==> config.mk <==
export PLATFORM = sky130hd
export DESIGN_NAME = ripple_count_extender
export DESIGN_NICKNAME = d
export VERILOG_FILES = /design/src/rtl/ripple_count_extender.sv
export SDC_FILE = /design/constraint.sdc
export NUM_CORES = 1
export LEC_CHECK = 0
export CAP_MARGIN = 0
export CORE_ASPECT_RATIO = 0.6
export CORE_MARGIN = 1
export CORE_UTILIZATION = 48
export CTS_CLUSTER_SIZE = 24
export DETAILED_ROUTE_END_ITERATION = 6
export PLACE_DENSITY_LB_ADDON = 0.1
export SYNTH_ARGS = -nofsm -noshare
export SYNTH_HDL_FRONTEND = slang
export SYNTH_SLANG_ARGS = --single-unit
==> constraint.sdc <==
create_clock -name Clock -period 2.7 [get_ports Clock]
set_input_delay 0.54 -clock Clock [delete_from_list [all_inputs] [get_ports Clock]]
set_output_delay 0.54 -clock Clock [all_outputs]
set_load 0.1 [all_outputs]
==> src/rtl/ripple_count_extender.sv <==
// ripple_count_extender: filters a glitchy 3-bit ripple count and extends it to W bits
//   Clock, Resetn (sync, active-low), Q_in (async ripple count), Clear (sync clear)
//   Count (extended count), Valid, Wrap (7->0 pulse), Err (sticky bad step),
//   Ovf (sticky upper wrap), HEX0/HEX1 (registered active-low 7-seg of Count[7:0])
module ripple_count_extender #(
  parameter int W = 8,
  parameter int STABLE = 2
) (
  input  logic         Clock,
  input  logic         Resetn,
  input  logic [2:0]   Q_in,
  input  logic         Clear,
  output logic [W-1:0] Count,
  output logic         Valid,
  output logic         Wrap,
  output logic         Err,
  output logic         Ovf,
  output logic [6:0]   HEX0,
  output logic [6:0]   HEX1
);
  typedef enum logic [1:0] {INIT, TRACK, FAULT} state_t;
  state_t state, state_n;
  logic [2:0] s1, s2, f_val, delta;
  logic v1, v2, acc, upd, roll;
  logic [3:0] run;
  logic [W-1:0] count_n;
  logic valid_n, wrap_n, err_n, ovf_n;
  logic [7:0] c8;
  function automatic logic [6:0] seg(input logic [3:0] d);
    case (d)
      4'h0: seg = 7'b1000000;
      4'h1: seg = 7'b1111001;
      4'h2: seg = 7'b0100100;
      4'h3: seg = 7'b0110000;
      4'h4: seg = 7'b0011001;
      4'h5: seg = 7'b0010010;
      4'h6: seg = 7'b0000010;
      4'h7: seg = 7'b1111000;
      4'h8: seg = 7'b0000000;
      4'h9: seg = 7'b0010000;
      4'hA: seg = 7'b0001000;
      4'hB: seg = 7'b0000011;
      4'hC: seg = 7'b1000110;
      4'hD: seg = 7'b0100001;
      4'hE: seg = 7'b0000110;
      default: seg = 7'b0001110;
    endcase
  endfunction
  if (W >= 8) begin : g_wide
    assign c8 = Count[7:0];
  end else begin : g_narrow
    assign c8 = 8'(Count);
  end
  // the filter run only counts once s2 carries real samples, so the reset
  // value of the synchronizer can never be accepted as a baseline
  assign acc = run == 4'(STABLE);
  assign delta = f_val - Count[2:0];
  assign upd = state == TRACK && acc && delta == 3'd1;
  assign roll = upd && f_val == 3'd0;
  always_ff @(posedge Clock) begin
    if (!Resetn) begin
      s1 <= '0;
      s2 <= '0;
      v1 <= 1'b0;
      v2 <= 1'b0;
      f_val <= '0;
      run <= '0;
    end else begin
      s1 <= Q_in;
      s2 <= s1;
      v1 <= 1'b1;
      v2 <= v1;
      f_val <= s2;
      run <= (Clear || !v2) ? 4'd0 : (run != 4'd0 && s2 == f_val) ? (acc ? run : run + 4'd1) : 4'd1;
    end
  end
  always_ff @(posedge Clock) begin
    if (!Resetn) begin
      state <= INIT;
      Count <= '0;
      Valid <= 1'b0;
      Wrap <= 1'b0;
      Err <= 1'b0;
      Ovf <= 1'b0;
      HEX0 <= 7'b1000000;
      HEX1 <= 7'b1000000;
    end else begin
      state <= state_n;
      Count <= count_n;
      Valid <= valid_n;
      Wrap <= wrap_n;
      Err <= err_n;
      Ovf <= ovf_n;
      HEX0 <= seg(c8[3:0]);
      HEX1 <= seg(c8[7:4]);
    end
  end
  always_comb begin
    state_n = Clear ? INIT : !acc ? state : state == INIT ? TRACK : (state == TRACK && delta > 3'd1) ? FAULT : state;
  end
  always_comb begin
    count_n = Count;
    valid_n = Valid;
    wrap_n = 1'b0;
    err_n = Err;
    ovf_n = Ovf;
    if (Clear) begin
      count_n = '0;
      valid_n = 1'b0;
      err_n = 1'b0;
      ovf_n = 1'b0;
    end else if (state == INIT && acc) begin
      count_n = {{(W-3){1'b0}}, f_val};
      valid_n = 1'b1;
    end else if (upd) begin
      count_n = {Count[W-1:3] + (W-3)'(roll), f_val};
      wrap_n = roll;
      ovf_n = Ovf | (roll & (&Count[W-1:3]));
    end else if (state == TRACK && acc && delta > 3'd1) begin
      err_n = 1'b1;
    end
  end
endmodule

Word-level counts from Yosys, hierarchy flattened --
Memory sizes are Yosys's and may differ from the RTL's. A register that Yosys moved wholly into a read port is not among the register bits. Index checks and enable logic that the tools add are counted.
Storage, ports and cells: register bits 29, bits in read-only memories 224, input port bits 6, output and inout bits 26, word-level logic and storage cells 63, memories kept 2
Operators by class: add/sub/neg operators 3, magnitude comparators 1, eq/ne operators 5, mux-type cells 7, bitwise gates (word level) 6, reductions and logical operators 25
Memories:
- (no name shown) | words 16, bits a word 7, rd ports 1, clocked after Yosys merged registers in 1, wr ports 0, line 30 | case (d)
- (no name shown) | words 16, bits a word 7, rd ports 1, clocked after Yosys merged registers in 1, wr ports 0, line 30
Operators with widths (number):
- $logic_and 1x1->1 | 7
- $mux 3 | 2
- $reduce_or 3->1 | 2
- $add 5x1->5 | 1
- $reduce_and 5->1 | 1
- $add 4x1->4 const B | 1
- $eq 4x2->1 const B | 1
- $mux 2 | 2
- $not 1->1 | 4
- $reduce_and 2->1 | 2
- $reduce_bool 2->1 | 2
- $reduce_bool 4->1 | 1
- $reduce_or 2->1 | 2
- $reduce_or 4->1 | 1
- $eq 3x1->1 const B | 1
- $eq 3x3->1 | 1
- $gt 3x1->1 const B | 1
- $logic_not 1->1 | 3
- $logic_not 3->1 | 1
- $mux 1 | 3
- $reduce_and 3->1 | 1
- $sub 3x3->3 | 1
- $eq 2x1->1 const B | 1
- $logic_not 2->1 | 1
- 4 further kinds | 4

Longest topological paths before layout --
depth after elaboration 6, gate-level depth with buffers 12, depth with buffers taken out 12

Least setup slack after synthesis --
Ideal clock, no wire load.
path type register -> register, start register Count[0], end register Count[7], library setup time 0.073 ns, data arrival time 3.357 ns, required time 2.627 ns, setup slack -0.730 ns, stages on the path, launching flop included 12, buffers on the path 0, cell sequence dfxtp_1 ha_1 fa_1 nor2b_1 nand4_4 or4_4 inv_1 ha_1 ha_1 nand3_1 or3_1 a21oi_1
Between the ends: word-level cells in the longest chain between the ends 5
Ends and longest elaborated chain:
- start: declaration | line 13 | output logic [W-1:0] Count,
- start signal: assignment | line 89 | Count <= count_n;
- $sub 3x3->3 | line 57 | assign delta = f_val - Count[2:0];
- $eq 3x1->1 | line 58 | assign upd = state == TRACK && acc && delta == 3'd1;
- $logic_and 1x1->1 | line 58
- $logic_and 1x1->1 | line 59 | assign roll = upd && f_val == 3'd0;
- via roll | line 24 | logic v1, v2, acc, upd, roll;
- $add 5x1->5 | line 116 | count_n = {Count[W-1:3] + (W-3)'(roll), f_val};
The timed path passes the listed nets, and every way through them passes these cells. A chain may end at the register's enable or synchronous reset.

Worst setup path after layout --
start register f_val[0], end register Count[7]
Between the ends: word-level cells in the longest chain between the ends 5, elaborated cells between the ends (all ways) 6, those cells by class add/sub: 2; eq/ne: 1; reduce/logical: 3
Ends and longest elaborated chain:
- start: declaration | line 23 | logic [2:0] s1, s2, f_val, delta;
- start signal: assignment | line 66 | f_val <= '0;
- start signal: assignment | line 73 | f_val <= s2;
- $sub 3x3->3 | line 57
- $eq 3x1->1 | line 58
- $logic_and 1x1->1 | line 58
- $logic_and 1x1->1 * | line 59
- via roll | line 24
- $add 5x1->5 * | line 116
The timed path passes the listed nets; every way through them passes the cells marked *.

==> flow_metrics.py <==
metrics = {
    "setup_path": {
        "cp-end-kind": "register",
        "cp.buffers_inverters": 2,
        "crit_chain": "inv_2 -> ha_4 -> fa_1 -> nor2b_4 -> nand4_4 -> or4_4 -> inv_2 -> ha_4 -> ha_4 -> nand3_2 -> or3_1 -> a21oi_2",
        "cp_slowest_stage_delay_ns": 0.50,
        "crit_required_ns": 2.94,
        "worstPathMaxFanout": 2,
        "slowest_stage": "fa_1",
        "path_delay_family": "simple AND/OR/NAND/NOR gates",
        "critPathArrivalTime_ns": 2.92,
        "crit_type": "reg2reg",
        "worst_path_most_repeated_cell": "ha_4",
        "worstSetupStartpointType": "register",
    },
    "synth": {
        "ys_seq_area_share_pct": 42.8,
        "yosys_most_used_dff": "dfxtp_1",
        "synth_area_leaders": "dfxtp_1 43%, ha_1 11%, nor2_1 4.1%, a21oi_1 4.0%, mux2i_1 3.5%",
        "synthArstFlopShare_pct": 0,
        "synth-seq-cells": 43,
        "synthTopCellsByCount": "43 x dfxtp_1, 22 x nor2_1, 18 x ha_1",
        "synth_cell_type_count": 36,
        "synth.top_cell.area_share_pct": 42.8,
        "post-synth-top-count-cell": "dfxtp_1",
        "synth_area_um2": 2010,
        "synth_edf_count": 0,
        "syn_nets": 239,
        "synthCells": 214,
        "syn_area_per_cell_um2": 9.41,
        "yosysTopAreaCell": "dfxtp_1",
        "ys_warn_count": 0,
    },
    "clock_network": {
        "cts_buffer_depth": 2,
        "insertion_delay_ns": 0.30,
        "htree_num_levels": 2,
        "cts_tree": "done",
        "cts-root-buf": "clkbuf_8",
        "numCtsBuffers": 5,
        "cts_sinks": 43,
        "path_clk_slew_ns": 0.08,
    },
    "grt": {
        "grt_max_degree": 19,
        "antenna_found_initial": 0,
        "grt_pass1_wl_mm": 6.95,
        "overflow": 0,
        "grtUsageTotal_pct": 20.9,
        "grt_pass1_vias": 1386,
    },
    "sta": {
        "fin_ws_ns": 0.0209,
        "finalCriticalPeriod_ns": 2.68,
        "period_share_pct": 99.2,
        "slew_violations": 0,
        "final-setup-viol-count": 0,
        "fmax_mhz": 373,
        "hold_viol": 0,
        "worstMarginPinSlew_ns": 0.662,
        "max_slew_margin_pct": 55.6,
        "rsz0062_at_grt": "true",
        "worst_clock_skew_ns": 0.00603,
    },
    "pwr": {
        "power_uw": 1210,
        "peakVddDrop_mv": 0.427,
        "powerDensity_nw_per_um2": 471,
        "leakage_uw": 0.00105,
    },
    "status": {
        "status": "complete, no violations",
    },
    "floorplanning": {
        "die_area_um2": 4470,
        "die_h_um": 52.2,
        "core_area_um2": 3830,
        "fp-row-count": 17,
        "start_util_pct": 52.6,
        "die_w_um": 85.6,
        "ios": 32,
    },
    "place": {
        "hpwl_mm": 2.88,
        "place.gp.congestion": 0.781,
        "port_buffers": 31,
        "postPlaceCellArea_um2": 2410,
        "place_worst_setup_slack_ns": -0.0447,
        "dp_cells": 294,
    },
    "route": {
        "dr.pass1.iters": 4,
        "drc": 0,
        "drt-total-wl_mm": 3.94,
        "drtIter0Drc": 59,
        "routed_via_density": 5.09,
        "routedWlPerCell_um": 12.9,
        "ant_nets": 0,
        "vias": 1548,
    },
    "finish": {
        "diodes": 0,
        "fin_util_pct": 66.8,
        "final_area_um2": 2560,
        "area_growth_pct": 27.0,
        "fin_nets": 281,
        "drive_gt1_share_pct": 25.7,
        "final_cells": 304,
    },
    "min_path": {
        "min_path_type": "reg2reg",
    },
    "run": {
        "max-cap-violations": 0,
    },
}
[timing repair]
action | CTS | global route
hold endpoints to repair | 0 | 0
pin swaps | 0 | 1
gates resized for setup | 3 | 2
hold buffers | 0 | 0
endpoints found under the setup margin | 2 | 2
buffers inserted | 2 | 0
[worst register-to-register path: stages (launching register included)]
cell	delay, ns
dfxtp_2	0.34
inv_2	0.05
ha_4	0.15
fa_1	0.50
nor2b_4	0.18
nand4_4	0.11
or4_4	0.44
inv_2	0.08
ha_4	0.13
ha_4	0.13
nand3_2	0.07
or3_1	0.34
a21oi_2	0.11
[state kept, by name, summed over array words and instances (netlist names)]
signal / flops
v1: 1
s1: 3
state: 2
HEX1: 7
v2: 1
Count: 8
Valid: 1
HEX0: 7
Wrap: 1
f_val: 3
Err: 1
s2: 3
run: 4
Ovf: 1
[metal layers]
layer | vias up | track usage [%] | wire (um)
met5 | - | 0 | 0
met4 | 0 | 7.50 | 41
met3 | 4 | 5.24 | 182
met2 | 42 | 26.8 | 1450
met1 | 690 | 32.4 | 2260
li1 | 812 | - | -
[report_power, final]
group          total (uW)  leakage [uW]  internal (uW)  switching, uW
Combinational        36.8      0.000638           18.9           17.9
Sequential            644      0.000351            640           3.63
Clock                 525     0.0000612            299            226
[layout make-up]
type	count	area [um^2]
well taps	47	58.8
flip-flops and latches	43	870
multi-input cells	152	1130
repair buffers	43	335
fillers	315	1270
clock inverters	2	35.0
clock buffers	6	82.6
inverters	11	41.3
[layout by cell type (no fill, tap or decap), types with 5 or more instances in the layout]
cell type / synthesis / routed
or3_1: 5 / 5
and2_1: 10 / 10
clkdlybuf4s50_1: 0 / 5
mux2i_1: 7 / 7
nand2_1: 16 / 16
buf_4: 0 / 38
nor2_1: 22 / 22
dfxtp_1: 43 / 38
o21ai_0: 12 / 12
clkbuf_8: 0 / 6
inv_1: 11 / 9
ha_1: 18 / 15
xor2_1: 5 / 5
a21oi_1: 16 / 15
[cells by family after synthesis]
| kind of cell | after synthesis | share of synthesized area [%] |
|---|---|---|
| adders and majority gates | 19 | 12.2 |
| muxes | 9 | 4.60 |
| buffers and inverters | 19 | 3.54 |
| AOI/OAI and AO/OA | 44 | 13.4 |
| and+or+nand+nor | 73 | 19.7 |
| DFF | 43 | 42.8 |
| xor gates and xnor gates | 7 | 3.79 |
[final timing paths]
kind / endpoint / slack (ns) / cells after the start / startpoint
max: Count[7] / 0.02 / 12 / f_val[0]
min: run[0] / 0.43 / 2 / v2
max reg2reg: Count[7] / 0.02 / 12 / f_val[0]
min reg2reg: run[0] / 0.43 / 2 / v2
[stage by stage]
| step | hold slack [ns] | TNS (ns) |
|---|---|---|
| 5_1_grt | 0.447 | -0.102 |
| 3_3_place_gp | 0.416 | 0 |
| 4_1_cts | 0.434 | -0.00277 |
| 2_1_floorplan | 0.412 | -0.233 |
| 3_5_place_dp | 0.419 | -0.0447 |
| 6_report | 0.432 | 0 |
Power figures use the tool's default switching activity.
